### src/rtl/pulse_train_gen_pkg.sv
// Shared definitions for output-timing blocks: phase encodings and default holdoff.
package pulse_train_gen_pkg;

  // Phase encodings, fixed so that other output-timing blocks can decode them.
  typedef enum logic [1:0] {
    StIdle  = 2'd0,
    StHigh  = 2'd1,
    StLow   = 2'd2,
    StGuard = 2'd3
  } pt_state_e;

  // Minimum low time in clk cycles that keeps far-end debouncers and edge
  // detectors able to resolve every edge.
  localparam int unsigned DefaultHoldoff = 16;

endpackage

### src/rtl/pulse_train_gen_cycle_timer.sv
// Loadable down-counter shared by the HIGH, LOW and GUARD phases.
// A load of value V starts a V-cycle duration; expired is high on its last cycle.
module pulse_train_gen_cycle_timer
  import pulse_train_gen_pkg::*;
#(
  parameter int unsigned TBITS = 16
) (
  input  logic             clk,
  input  logic             rst_n,
  input  logic             load,
  input  logic [TBITS-1:0] value,
  input  logic             en,
  output logic             expired
);

  logic [TBITS-1:0] cnt_q, cnt_d;

  // Next count: load value-1, otherwise count down and park at zero (never wraps).
  always_comb begin
    cnt_d = cnt_q;
    if (load) begin
      cnt_d = (value == '0) ? '0 : value - TBITS'(1);
    end else if (en && (cnt_q != '0)) begin
      cnt_d = cnt_q - TBITS'(1);
    end
  end

  // Count register with synchronous reset.
  always_ff @(posedge clk) begin
    if (!rst_n) begin
      cnt_q <= '0;
    end else begin
      cnt_q <= cnt_d;
    end
  end

  assign expired = (cnt_q == '0);

endmodule

### src/rtl/pulse_train_gen.sv
// Burst pulse generator: on start, emits N pulses of H active cycles followed by
// L idle cycles, with L never shorter than HOLDOFF. abort drops the pin to idle
// and holds busy for a HOLDOFF guard so the far end still sees a clean low.
module pulse_train_gen
  import pulse_train_gen_pkg::*;
#(
  parameter int unsigned TBITS      = 16,
  parameter int unsigned NBITS      = 8,
  parameter int unsigned HOLDOFF    = DefaultHoldoff,
  parameter logic        IDLE_LEVEL = 1'b0
) (
  input  logic             clk,
  input  logic             rst_n,
  input  logic             start,
  input  logic             abort,
  input  logic [TBITS-1:0] high_cycles,
  input  logic [TBITS-1:0] low_cycles,
  input  logic [NBITS-1:0] pulses,
  output logic             pulse_out,
  output logic             busy,
  output logic             done
);

  // A zero holdoff would make the guard phase ill-defined; treat it as one cycle.
  localparam logic [TBITS-1:0] HoldoffT    = (HOLDOFF == 0) ? TBITS'(1) : TBITS'(HOLDOFF);
  localparam logic             ActiveLevel = ~IDLE_LEVEL;

  pt_state_e        state_q, state_d;
  logic             pulse_q, pulse_d;
  logic             busy_q, busy_d;
  logic             done_q, done_d;
  logic [TBITS-1:0] h_q, h_d;
  logic [TBITS-1:0] l_q, l_d;
  logic [NBITS-1:0] rem_q, rem_d;

  logic [TBITS-1:0] h_clamp, l_clamp;
  logic [NBITS-1:0] rem_dec;

  logic             tmr_load;
  logic [TBITS-1:0] tmr_value;
  logic             tmr_en;
  logic             tmr_expired;

  pulse_train_gen_cycle_timer #(
    .TBITS (TBITS)
  ) u_timer (
    .clk     (clk),
    .rst_n   (rst_n),
    .load    (tmr_load),
    .value   (tmr_value),
    .en      (tmr_en),
    .expired (tmr_expired)
  );

  // Phase sequencing, timer control and next-state of all registered outputs.
  always_comb begin
    h_clamp = (high_cycles == '0) ? TBITS'(1) : high_cycles;
    l_clamp = (low_cycles < HoldoffT) ? HoldoffT : low_cycles;
    rem_dec = rem_q - NBITS'(1);

    state_d   = state_q;
    pulse_d   = pulse_q;
    busy_d    = busy_q;
    done_d    = 1'b0;
    h_d       = h_q;
    l_d       = l_q;
    rem_d     = rem_q;
    tmr_load  = 1'b0;
    tmr_value = h_q;
    tmr_en    = 1'b0;

    case (state_q)
      StIdle: begin
        pulse_d = IDLE_LEVEL;
        busy_d  = 1'b0;
        // abort in the same cycle suppresses the start.
        if (start && !abort && (pulses != '0)) begin
          h_d       = h_clamp;
          l_d       = l_clamp;
          rem_d     = pulses;
          tmr_load  = 1'b1;
          tmr_value = h_clamp;
          pulse_d   = ActiveLevel;
          busy_d    = 1'b1;
          state_d   = StHigh;
        end
      end

      StHigh: begin
        tmr_en = 1'b1;
        if (abort) begin
          pulse_d   = IDLE_LEVEL;
          tmr_load  = 1'b1;
          tmr_value = HoldoffT;
          state_d   = StGuard;
        end else if (tmr_expired) begin
          pulse_d   = IDLE_LEVEL;
          tmr_load  = 1'b1;
          tmr_value = l_q;
          state_d   = StLow;
        end
      end

      StLow: begin
        tmr_en = 1'b1;
        if (abort) begin
          pulse_d   = IDLE_LEVEL;
          tmr_load  = 1'b1;
          tmr_value = HoldoffT;
          state_d   = StGuard;
        end else if (tmr_expired) begin
          rem_d = rem_dec;
          if (rem_dec == '0) begin
            busy_d  = 1'b0;
            done_d  = 1'b1;
            state_d = StIdle;
          end else begin
            pulse_d   = ActiveLevel;
            tmr_load  = 1'b1;
            tmr_value = h_q;
            state_d   = StHigh;
          end
        end
      end

      StGuard: begin
        // Further aborts are ignored; the guard simply runs out.
        tmr_en = 1'b1;
        if (tmr_expired) begin
          busy_d  = 1'b0;
          state_d = StIdle;
        end
      end

      default: begin
        pulse_d = IDLE_LEVEL;
        busy_d  = 1'b0;
        state_d = StIdle;
      end
    endcase
  end

  // State and output registers; reset overrides start and abort.
  always_ff @(posedge clk) begin
    if (!rst_n) begin
      state_q <= StIdle;
      pulse_q <= IDLE_LEVEL;
      busy_q  <= 1'b0;
      done_q  <= 1'b0;
      h_q     <= '0;
      l_q     <= '0;
      rem_q   <= '0;
    end else begin
      state_q <= state_d;
      pulse_q <= pulse_d;
      busy_q  <= busy_d;
      done_q  <= done_d;
      h_q     <= h_d;
      l_q     <= l_d;
      rem_q   <= rem_d;
    end
  end

  assign pulse_out = pulse_q;
  assign busy      = busy_q;
  assign done      = done_q;

  a_done_not_busy: assert property (@(posedge clk) disable iff (!rst_n) done_q |-> !busy_q);
  a_active_busy:   assert property (@(posedge clk) disable iff (!rst_n)
                                    (pulse_q == ActiveLevel) |-> busy_q);

endmodule

### config.mk
export PLATFORM = sky130hd
export DESIGN_NAME = pulse_train_gen
export DESIGN_NICKNAME = d
export VERILOG_FILES = /design/src/rtl/pulse_train_gen_pkg.sv /design/src/rtl/pulse_train_gen_cycle_timer.sv /design/src/rtl/pulse_train_gen.sv
export SDC_FILE = /design/constraint.sdc
export NUM_CORES = 1
export LEC_CHECK = 0
export ABC_AREA = 1
export CORE_UTILIZATION = 42
export CTS_BUF_LIST = sky130_fd_sc_hd__clkbuf_8 sky130_fd_sc_hd__clkbuf_16
export DETAILED_ROUTE_END_ITERATION = 10
export PLACE_DENSITY = 0.75
export SLEW_MARGIN = 10
export SYNTH_ARGS = -nofsm -noshare
export SYNTH_HDL_FRONTEND = slang
export SYNTH_SLANG_ARGS = --single-unit
### constraint.sdc
create_clock -name clk -period 2.25 [get_ports clk]
set_input_delay 0.225 -clock clk [delete_from_list [all_inputs] [get_ports clk]]
set_output_delay 0.225 -clock clk [all_outputs]
set_load 0.02 [all_outputs]
======== Yosys cells after proc, flatten, opt, wreduce, memory -nomap -nowiden ========
Index checks and enable logic that the tools add are counted.
word-level totals
  logic and storage cells ................. 89
  bits of input ports ..................... 44
  output and inout bits ................... 3
  register bits ........................... 61
cells by class
  reductions and logical operators ........ 22
  bitwise logic cells ..................... 3
  equal/unequal tests ..................... 11
  add/sub/neg operators ................... 3
  order comparisons ....................... 1
  mux-type cells .......................... 41
operators by type and width
  cell                                                 number
  two-way mux 16 bit                                   9
  zero test 16 bit                                     3
  one-hot mux 16 bit (3 select lines)                  1
  subtractor 16 x 1 -> 16 bit, second input constant   2
  two-way mux 8 bit                                    3
  two-way mux 1 bit                                    17
  < comparator 16 x 5 -> 1 bit, second input constant  1
  one-hot mux 8 bit (2 select lines)                   1
  nonzero test 16 bit                                  1
  two-way mux 2 bit                                    6
  AND reduction 4 bit                                  3
  != test 2 bit, second input constant                 5
  != test 3 bit, second input constant                 3
  one-hot mux 1 bit (3 select lines)                   3
  zero test 8 bit                                      1
  one-hot mux 2 bit (4 select lines)                   1
  nonzero test 8 bit                                   1
  subtractor 8 x 1 -> 8 bit, second input constant     1
  nonzero test 3 bit                                   2
  AND reduction 5 bit                                  1
  == test 2 bit, second input constant                 2
  nonzero test 2 bit                                   2
  OR reduction 4 bit                                   1
  logical AND 1 bit                                    3
  6 further kinds                                      8

======== Depth between registers and ports, before layout ========
Gate-level depths: netlist (run 1).
  depth in word-level cells ............... 8
  depth in mapped cells ................... 22
  depth with buffers taken out ............ 20

======== Hierarchy ========
Synthesis (run 1) repeated with hierarchy kept, for this count alone.
unflattened totals
  cells, all modules ...................... 697
  area, all modules ....................... 4205.3 um^2
by module, submodules not included
  module                       cells each  area each (um^2)  sequential area each (um^2)  instances
  pulse_train_gen              401         2555.0            900.9                        1
  pulse_train_gen_cycle_timer  296         1650.3            320.3                        1

======== Worst setup path before layout (run 1) ========
OpenSTA, ideal clock, no wires.
  kind .................................... reg2reg
  start point ............................. reg state_q[0]
  end point ............................... reg u_timer.cnt_q[12]
  data required time ...................... 2184 ps
  cell stages (with the launch flop) ...... 20
  buffers on the path ..................... 2
  period minus slack after synthesis ...... 2313 ps
  arrival time ............................ 2247 ps
  slack ................................... -63 ps
  setup time .............................. 66 ps
  cell sequence ........................... dfxtp_1 -> inv_1 -> ha_1 -> inv_1 -> nor2_2 -> clkbuf_1 -> nand2_1 -> nand2_1 -> nand2_1 -> nand3_1 -> nand2_1 -> ha_1 -> inv_1 -> nor2_2 -> nand2_4 -> nor2_8 -> nor2_8 -> buf_8 -> nand3_2 -> a21oi_2
on the way
  cells in the longest elaborated chain, start to end .. 5
  elaborated cells between the ends (all ways) .. 14
  those cells by class .................... 1 x add/sub; 3 x eq/ne; 5 x mux; 5 x reduce/logical
ends and longest elaborated chain
  what                                                                       line                                                                  RTL
  start, declared                                                            pulse_train_gen.sv:28                                                 pt_state_e state_q, state_d;
  start signal, assigned                                                     pulse_train_gen.sv:146                                                state_q <= StIdle;
  start signal, assigned                                                     pulse_train_gen.sv:154                                                state_q <= state_d;
  == test 2 bit, or another cell as far along                                pulse_train_gen.sv:72                                                 case (state_q)
  one-hot mux 16 bit (3 select lines) or OR reduction 3 bit (tied branches)  n/a
  subtractor 16 x 1 -> 16 bit, or another cell as far along                  pulse_train_gen_cycle_timer.sv:22                                     cnt_d = (value == '0) ? '0 : value - TBITS'(1);
  two-way mux 16 bit or logical AND 1 bit (tied branches)                    pulse_train_gen_cycle_timer.sv:22, pulse_train_gen_cycle_timer.sv:23
  two-way mux 16 bit or nonzero test 2 bit (tied branches)                   n/a
  end signal, assigned                                                       pulse_train_gen_cycle_timer.sv:33                                     cnt_q <= cnt_d;
  end, declared                                                              pulse_train_gen_cycle_timer.sv:16                                     logic [TBITS-1:0] cnt_q, cnt_d;
Several ways; a longest one is shown, not always the timed one.
A chain may end at the register's enable or synchronous reset.

======== Worst setup path in the final report (run 1) ========
  start point ............................. reg u_timer.cnt_q[0]
  end point ............................... reg u_timer.cnt_q[11]
on the way
  cells in the longest elaborated chain, start to end .. 7
  elaborated cells between the ends (all ways) .. 18
  those cells by class .................... 2 x add/sub; 11 x mux; 5 x reduce/logical
ends and longest elaborated chain
  what                                                             line                               RTL
  zero test 16 bit                                                 pulse_train_gen_cycle_timer.sv:37  assign expired = (cnt_q == '0);
  two-way mux 16 bit                                               pulse_train_gen.sv:96              end else if (tmr_expired) begin
  two-way mux 16 bit                                               pulse_train_gen.sv:91              if (abort) begin
  one-hot mux 16 bit (3 select lines)                              pulse_train_gen.sv:72
  subtractor 16 x 1 -> 16 bit or zero test 16 bit (tied branches)  pulse_train_gen_cycle_timer.sv:22
  two-way mux 16 bit                                               pulse_train_gen_cycle_timer.sv:22
  two-way mux 16 bit                                               pulse_train_gen_cycle_timer.sv:21  if (load) begin
Several ways; a longest one is shown, not always the timed one. The select of a mux whose other input is x is not followed.

==> run summary, run 1 <==
The final non-filler cell total came out at between 1000 and 1500. The full die area is around 12000 sq um. The endpoint identified for the worst register-to-register timing path is u_timer.cnt_q[11]. In this run the most critical hold path is launched from l_q[15]. Routability-driven placement finished with a final weighted congestion of slightly below 1. The actual transition at the worst max-transition pin is between 0.4 and 0.5 ns. The final antenna diode count came out at 0.

The number of I/O pins is 47. The critical path is of the reg2reg type. In the post-synthesis netlist, the biggest area contributors are sky130_fd_sc_hd__dfxtp_1 (26%), sky130_fd_sc_hd__nand2_1 (19%), sky130_fd_sc_hd__o21ai_0 (5.8%). The floorplan die width is 108.7 um. sky130_fd_sc_hd__dfxtp_1 takes more of the synthesized area than any other cell. The number of design rule violations left after detail routing came out at 0. The count of maximum capacitance violations is 0. The cell at the root of the clock tree is sky130_fd_sc_hd__clkbuf_16. The final-report max-slew violation count is 0. After detailed placement, the total cell area comes to approximately 6300 sq um. Synthesis produced a netlist with a net count of approximately 810. The flop and latch count out of synthesis is just over 60.

Across all setup checks in the final design, the least slack found is -0.2526 ns. The area occupied by multi-input gates came out at about 3400 sq um. The worst hold path terminates at l_q[15].

The synthesis-to-layout area growth is 47.44%. Counting the fill cells in the layout gives between 900 and 1000. The initial antenna violation count came to 0.

The aggregate global-route resource usage came out at a little over a quarter. The worst hold path stage count is 2. The highest clock frequency the design can meet came out at approximately 400 MHz. In the finished design, the share of the clock period the worst path needs comes to 111.2%. The post-synth design cell area is 4782 sq um.

The core occupancy in the finished layout came out at approximately 64%. The final standard cell area without fillers came out at around 7000 sq um. The data required time of the critical path is about 2.5 ns. The initial detailed-routing violation count is just under 400.

The reg-to-reg critical path startpoint is u_timer.cnt_q[0]. The first element of the critical path is u_timer.cnt_q[0]. The tree built by TritonCTS fans out to between 60 and 70 sinks. The wire length of the first global-routing pass is 25.07 mm. The sequential standard cell area is about 1200 sq um. The worst slew margin relative to its limit came out at a little over two thirds. Yosys printed 0 warnings. The cell count of the worst reg-to-reg path came out at 21. The sum of routed wire length over all layers is about 15 mm. The height of the die is between 100 and 150 um. The area of the core came out at about 11000 sq um. In this run the worst path has a maximum fanout of 7. Setup repair after global routing could not meet its margin everywhere. The maximum VDD drop is approximately 0.93 mV. The number of clock buffers inserted by TritonCTS came out at 9. In the synthesized netlist the dominant register cell turns out to be sky130_fd_sc_hd__dfxtp_1. The post-synthesis instance total is 760. The share of the yosys chip area belonging to registers is between 20% and 30%. The number of global-route vias before repair came out at between 5000 and 6000. For the worst setup path, the data arrival time is between 2 and 3 ns. The share of cells above drive strength 1 is between 30% and 40%. The count of nets after finishing came out at between 900 and 1000. Adding up every negative setup slack in the final design gives -3.003 ns. The worst setup path is launched from a flop. The half-perimeter wire length after placement came out at between 10 and 15 mm. The number of enable-type register cells in the synthesized netlist is 0. The clock transition at the register clock pins on the worst setup and hold paths after CTS came out at about 0.050 ns. The flow ran to the end, but the final reports show violations. Once the floorplan was initialized, standard cells occupied between 40 and 50% of the core.

The mean instance size in the synthesized netlist came out at roughly 6.3 sq um. Using the TritonRoute via totals, the vias-per-cell ratio works out to 5.105. The checks that failed: setup timing. The nature of the critical path endpoint is a flop. The min-delay analysis places its worst path in the category reg2reg. The internal reg-to-reg setup slack is -0.25 ns. The total via count in the routed design is approximately 5500. The number of rows created at floorplan is 38. The proportion of netlist area held by the largest area contributor came out at 25.54%.

The hold violation total from the final report was 0. The total overflow reported by the global router came out at 0. The number of unique standard cell types used by synthesis is 39. The deepest clock path buffer count is 2. Dividing the detail-routed wire length by the instance count gives roughly 14 um. The clock latency on the worst-skew pair came out at 0.34 ns. TritonCTS built the clock tree.

Entering global routing, the biggest net connects 34 pins. The depth of the CTS H-tree is 3. The clock period minus worst slack came out at roughly 2.5 ns. The fraction of registers with async set or reset after synthesis is 0%.

Summed over all cells, the static leakage comes to around 0.0033 uW. Before CTS, the worst setup slack after placement is -0.4240 ns. The clock skew after layout came out at between 0.01 and 0.015 ns. The iteration count of the initial detailed-routing pass is 6.

The count of final setup violators came out at 16. The remaining antenna violation count after routing came out at 0. The total placed cells including tap cells came out at 1049. The count of buffers added on input and output ports is between 40 and 50. The cell area power density is roughly 1400 nW/um^2.
[cells by family after synthesis]
logic type,Yosys count,share of synthesized area [%]
simple gates,435,43.72
flops,61,25.54
xor+xnor,21,3.846
fa+ha+maj,10,2.616
compound gates,128,14.99
buf+inv,105,9.288
[critical path, stage by stage (launching register included)]
cell and delay, ns:
sky130_fd_sc_hd__dfxtp_2 0.32, sky130_fd_sc_hd__inv_2 0.07, sky130_fd_sc_hd__ha_4 0.15, sky130_fd_sc_hd__inv_2 0.04, sky130_fd_sc_hd__nor2_2 0.08, sky130_fd_sc_hd__nand2_2 0.07, sky130_fd_sc_hd__nor2_4 0.21, sky130_fd_sc_hd__buf_6 0.13
sky130_fd_sc_hd__buf_6 0.09, sky130_fd_sc_hd__nand3_2 0.06, sky130_fd_sc_hd__nand2_2 0.09, sky130_fd_sc_hd__nand2_2 0.06, sky130_fd_sc_hd__nand2_2 0.06, sky130_fd_sc_hd__nand3_2 0.08, sky130_fd_sc_hd__nand2_4 0.08, sky130_fd_sc_hd__buf_6 0.10
sky130_fd_sc_hd__nand3_4 0.10, sky130_fd_sc_hd__nor2_4 0.23, sky130_fd_sc_hd__nand2_1 0.08, sky130_fd_sc_hd__nand2_1 0.08, sky130_fd_sc_hd__nand3_1 0.10, sky130_fd_sc_hd__a21oi_1 0.16
[metrics by stage]
stage / power (uW) / hold slack, ns
global placement: 7234 / 0.4422
global route: 10420 / 0.4778
floorplan: 5364 / 0.3572
detailed placement: 7301 / 0.4529
finish: 9724 / 0.4573
CTS: 9150 / 0.4607
[per-layer routing]
| metal | GRT usage [%] | routed length (um) | up-vias |
|---|---|---|---|
| met5 | 0 | 0 | - |
| li1 | - | - | 2805 |
| met1 | 34.52 | 6633 | 2494 |
| met4 | 9.266 | 279 | 0 |
| met2 | 46.97 | 7374 | 196 |
| met3 | 3.945 | 860 | 24 |
[cell type report]
cell class	instances	share of cell area, %
timing repair buffer	195	23.76
clock buffer	11	3.585
sequential	61	17.36
clock inverter	4	0.5856
inverter	75	3.993
tap	140	2.484
multi-input combinational	595	48.23
[repair_timing]
action	CTS	global route
gates resized for setup	27	52
gates cloned	1	0
pin swaps	19	45
setup endpoints to repair	26	20
buffers inserted	9	8
hold buffers	0	0
endpoints found under the hold margin	0	0
[power by group]
part | internal [uW] | total [uW] | switching [uW]
sequential | 1380 | 1600 | 221
combinational | 2910 | 6730 | 3820
clock | 899 | 1400 | 500
total | 5180 | 9720 | 4540
[layout by cell type, fill, tap and decap left out, drive strengths merged]
master and count:
clkdlybuf4s50 46, inv 78, buf 149, nor4 3, xor2 15, ha 10
nor3 7, a21oi 51, dfxtp 61, and3 1, nand3b 3, nor2 84
a221oi 1, nand2 269, o21ai 56, a31oi 6, a22oi 4, nand4 9
a211oi 6, xnor2 6, bufinv 1, or2 2, o31ai 4, clkbuf 11
nand3 58
[state kept, by name, indices dropped and copies added (netlist names)]
register,flops
state_q,2
rem_q,8
u_timer.cnt_q,16
done,1
l_q,16
busy,1
h_q,16
pulse_out,1
[synth_stat cells, types with 2 or more instances]
library cell / instances
sky130_fd_sc_hd__nand2_1: 244
sky130_fd_sc_hd__inv_1: 64
sky130_fd_sc_hd__dfxtp_1: 61
sky130_fd_sc_hd__nor2_1: 61
sky130_fd_sc_hd__o21ai_0: 55
sky130_fd_sc_hd__nand3_1: 48
sky130_fd_sc_hd__a21oi_1: 43
sky130_fd_sc_hd__nand2_2: 19
sky130_fd_sc_hd__clkbuf_1: 16
sky130_fd_sc_hd__xor2_1: 15
sky130_fd_sc_hd__inv_2: 11
sky130_fd_sc_hd__ha_1: 10
sky130_fd_sc_hd__nand3_2: 9
sky130_fd_sc_hd__nor2_4: 9
sky130_fd_sc_hd__a21oi_2: 8
sky130_fd_sc_hd__nand4_1: 8
sky130_fd_sc_hd__nor2_2: 8
sky130_fd_sc_hd__buf_2: 7
sky130_fd_sc_hd__nor3_1: 7
sky130_fd_sc_hd__a211oi_1: 6
sky130_fd_sc_hd__a31oi_1: 6
sky130_fd_sc_hd__nand2_4: 6
sky130_fd_sc_hd__xnor2_1: 6
sky130_fd_sc_hd__nor2_8: 5
sky130_fd_sc_hd__a22oi_1: 4
sky130_fd_sc_hd__o31ai_1: 4
sky130_fd_sc_hd__buf_6: 3
sky130_fd_sc_hd__nand3b_1: 3
sky130_fd_sc_hd__nor4_1: 3
sky130_fd_sc_hd__buf_4: 2
[worst max path at each step]
stage,to,slack [ns],cells past startpoint
detailed placement,rem_q[1],-0.42,12
CTS,u_timer.cnt_q[12],-0.20,21
global placement,u_timer.cnt_q[14],-0.41,18
global route,u_timer.cnt_q[11],-0.43,21
finish,u_timer.cnt_q[11],-0.25,21
floorplan,u_timer.cnt_q[5],0.003,22
No activity file was read; power rests on OpenSTA's default activity.
==> run 2, diff against run 1 <==
- CORE_ASPECT_RATIO: unset -> 0.75
==> run 2 against run 1 <==
Compared with the run above: the run ends with DRC, setup timing left; fmax about the same; die area about the same; routed wire length increased by 3.0%; register-to-register slack about the same; first-iteration DRC count increased by 46%; sequential power about the same; critical endpoint is now u_timer.cnt_q[14]; largest cell class unchanged.
==> run summary, run 2 (synthesis results as in run 1) <==
The minimum setup slack after placement came out at -0.4327 ns. The largest delay contributor family on the critical path is simple AND/OR/NAND/NOR gates. The number of design rule violations left after detail routing is 6. The clock arrives with 0.004390 ns of skew. Clock tree synthesis inserted a total of 9 buffers.

The final non-filler cell total is between 1000 and 1500. The maximum VDD drop is between 0.7 and 0.8 mV. The clock latency on the worst-skew pair is approximately 0.34 ns. After detailed placement, the total cell area comes to roughly 6300 sq um.

The number of hold buffers added after cts is 0. The die is between 100 and 150 um wide. The average wire length per cell after detail routing is about 14 um. Max-cap violations in this run came to 0. The total via count in the routed design came out at 5598.

The first global-routing pass estimated 25.73 mm of wire. The hold violation total from the final report came out at 0. From bottom edge to top edge, the die measures 94.41 um. The most numerous cell on the critical path is sky130_fd_sc_hd__nand2_1. The initial antenna violation count was 0.

Data on the critical path arrives at its endpoint at 2.77 ns. The most common library cell in the layout ignoring fill and taps is sky130_fd_sc_hd__nand2_1. The slowest stage of the critical path belongs to the cell sky130_fd_sc_hd__dfxtp_2.

The sum of buffers and inverters on the critical path is 5. The count of final setup violators is 16. Setup repair after global routing could not meet its margin everywhere. The deepest clock path buffer count came out at 2. The number of port buffers is 46.

The highest clock frequency the design can meet is roughly 400 MHz. For this design the ratio of total power to cell area is between 1000 and 1500 nW/um^2. The met1 usage in global routing is 37.31%. The final worst-path setup slack came out at -0.2529 ns. The full die area is approximately 12000 sq um. The clock transition at the register clock pins on the worst setup and hold paths after CTS is around 0.060 ns.

The checks that failed: DRC, setup timing. The number of rows created at floorplan came out at 33. The worst hold path belongs to the class reg2reg. The final antenna diode count is 0. The iteration count of the initial detailed-routing pass came out at 8.

The count of nets after finishing is between 900 and 1000. STA classifies the critical path startpoint as a flop. TritonCTS built the clock tree.

STA classifies the critical path endpoint as a flop. The sum of routed wire length over all layers is ~16 mm. Clock tree synthesis selected as its root buffer the cell sky130_fd_sc_hd__clkbuf_16.

The clock period minus worst slack came out at 2.503 ns. Hold is met by between 0.4 and 0.5 ns. The flow ran to the end, but the final reports show violations. Once layout is done, the placed cells without fillers occupy between 6000 and 7000 sq um.

In this run the count of I/O pins placed on the die edge is 47. The largest registers in the layout are h_q: 16 flops, l_q: 16 flops, u_timer.cnt_q: 16 flops. The via density per instance came out at roughly 5.2. The final-report max-slew violation count came out at 0. In the global route stage, met3 resource usage came out at between 5 and 6%. The detailed router finished its first iteration with around 580 violations.

The signal on the critical path passes through inv_2, ha_4, inv_2, nor2_2, nand2_2, nor2_4, buf_6, buf_4, nand3_2, nand2_1, nand2_1, nand2_1, nand3_2, nand2_4, buf_6, nand3_4, nor2_4, nand3_1, nand2_1, nand3_2, a21oi_2. The met2 routing resource usage after global routing is between 40% and 50%. The depth of the CTS H-tree came out at 3. The data required time of the critical path came out at roughly 2.5 ns. Entering global routing, the biggest net connects 34 pins. The share of cells above drive strength 1 came out at 30.43%. The leakage power is ~0.0033 uW. In the layout the commonest cells are sky130_fd_sc_hd__nand2_1 (233), sky130_fd_sc_hd__buf_4 (136), sky130_fd_sc_hd__inv_1 (59), sky130_fd_sc_hd__dfxtp_1 (59), sky130_fd_sc_hd__nor2_1 (55). The region available for standard cell placement spans roughly 11000 sq um. The clock sink count is about 60.

In this run the worst path has a maximum fanout of 5. The wire-length estimate of the detail-placed layout is between 10 and 15 mm. The total placed cells including tap cells came out at ~1100. For this configuration, the core starts out at a cell density of between 40% and 50%.

In this run the most used layer during global routing was met2. The count of nets left with antenna violations once routing finished came out at 0. The aggregate global-route resource usage is 27.53%. The synthesis-to-layout area growth is 46.23%. The critical path is of the reg2reg type. At the end of routability-driven placement, the weighted congestion stood at just under 1.

The number of global-route vias before repair is roughly 5400. The total overflow left after global routing is 0. The actual transition at the worst max-transition pin is roughly 0.61 ns. The final worst-path cycle share came out at 111.2%. The worst slew margin relative to its limit came out at between 50% and 60%.

The delay of the slowest critical-path stage came out at roughly 0.32 ns.
==> run 2: cell types whose count changed in the layout (fill, tap and decap cells not counted), moves of 4 or more <==
cell	before	now
sky130_fd_sc_hd__nor2_2	7	11
sky130_fd_sc_hd__buf_12	5	1
sky130_fd_sc_hd__nand2_1	223	233
sky130_fd_sc_hd__nand2_2	33	20
==> run 2: stage by stage <==
step / TNS (ns) / total power (uW) / util, %
after CTS: -2.844 / 9389 / 61.97
after detailed placement: -7.491 / 7463 / 57.38
after floorplan: 0 / 5364 / -
final: -3.544 / 9852 / 63.43
after global routing: -5.610 / 10560 / 63.43
after global placement: -5.500 / 7379 / 57.38
==> run 2: layout make-up <==
type / instances / area, sq um
Fill cell: 956 / 4031
Multi-Input combinational cell: 595 / 3367
Timing Repair Buffer: 193 / 1618
Sequential cell: 61 / 1224
Inverter: 75 / 284.0
Clock buffer: 10 / 239.0
Tap cell: 140 / 175.2
Clock inverter: 6 / 86.33
==> run 2: what timing repair did <==
item / in CTS / in global routing
endpoints found under the setup margin: 16 / 24
cloned: 2 / 0
pin swaps: 17 / 26
setup buffers: 4 / 2
resized for setup: 35 / 38
==> run 2: power breakdown <==
part,switching [uW],internal [uW]
registers,221,1380
clock network,534,997
logic,3870,2850
==> run 2: worst paths after layout <==
kind                                        from           endpoint  slack [ns]  cells past startpoint
worst min-delay path                     l_q[13]            l_q[13]        0.46                      2
worst max register to register  u_timer.cnt_q[0]  u_timer.cnt_q[14]       -0.25                     21
worst min register to register           l_q[13]            l_q[13]        0.46                      2
worst max-delay path            u_timer.cnt_q[0]  u_timer.cnt_q[14]       -0.25                     21
==> run 2: worst reg2reg max path, cell delays in order (launching register included) <==
cell	delay [ns]
sky130_fd_sc_hd__dfxtp_2	0.32
sky130_fd_sc_hd__inv_2	0.07
sky130_fd_sc_hd__ha_4	0.14
sky130_fd_sc_hd__inv_2	0.03
sky130_fd_sc_hd__nor2_2	0.08
sky130_fd_sc_hd__nand2_2	0.07
sky130_fd_sc_hd__nor2_4	0.23
sky130_fd_sc_hd__buf_6	0.14
sky130_fd_sc_hd__buf_4	0.10
sky130_fd_sc_hd__nand3_2	0.04
sky130_fd_sc_hd__nand2_1	0.07
sky130_fd_sc_hd__nand2_1	0.06
sky130_fd_sc_hd__nand2_1	0.07
sky130_fd_sc_hd__nand3_2	0.10
sky130_fd_sc_hd__nand2_4	0.14
sky130_fd_sc_hd__buf_6	0.11
sky130_fd_sc_hd__nand3_4	0.09
sky130_fd_sc_hd__nor2_4	0.16
sky130_fd_sc_hd__nand3_1	0.09
sky130_fd_sc_hd__nand2_1	0.08
sky130_fd_sc_hd__nand3_2	0.09
sky130_fd_sc_hd__a21oi_2	0.14
==> run 2: layer usage <==
metal,up-vias,share of wire [%]
li1,2804,-
met1,2508,47
met2,244,42
met3,42,7.5
met4,0,2.8
met5,-,0
==> run 3, diff against run 2 <==
- CTS_CLUSTER_SIZE: unset -> 10
==> results of run 3 <==
No change in the layout: final DEF, timing and power equal those of run 2.
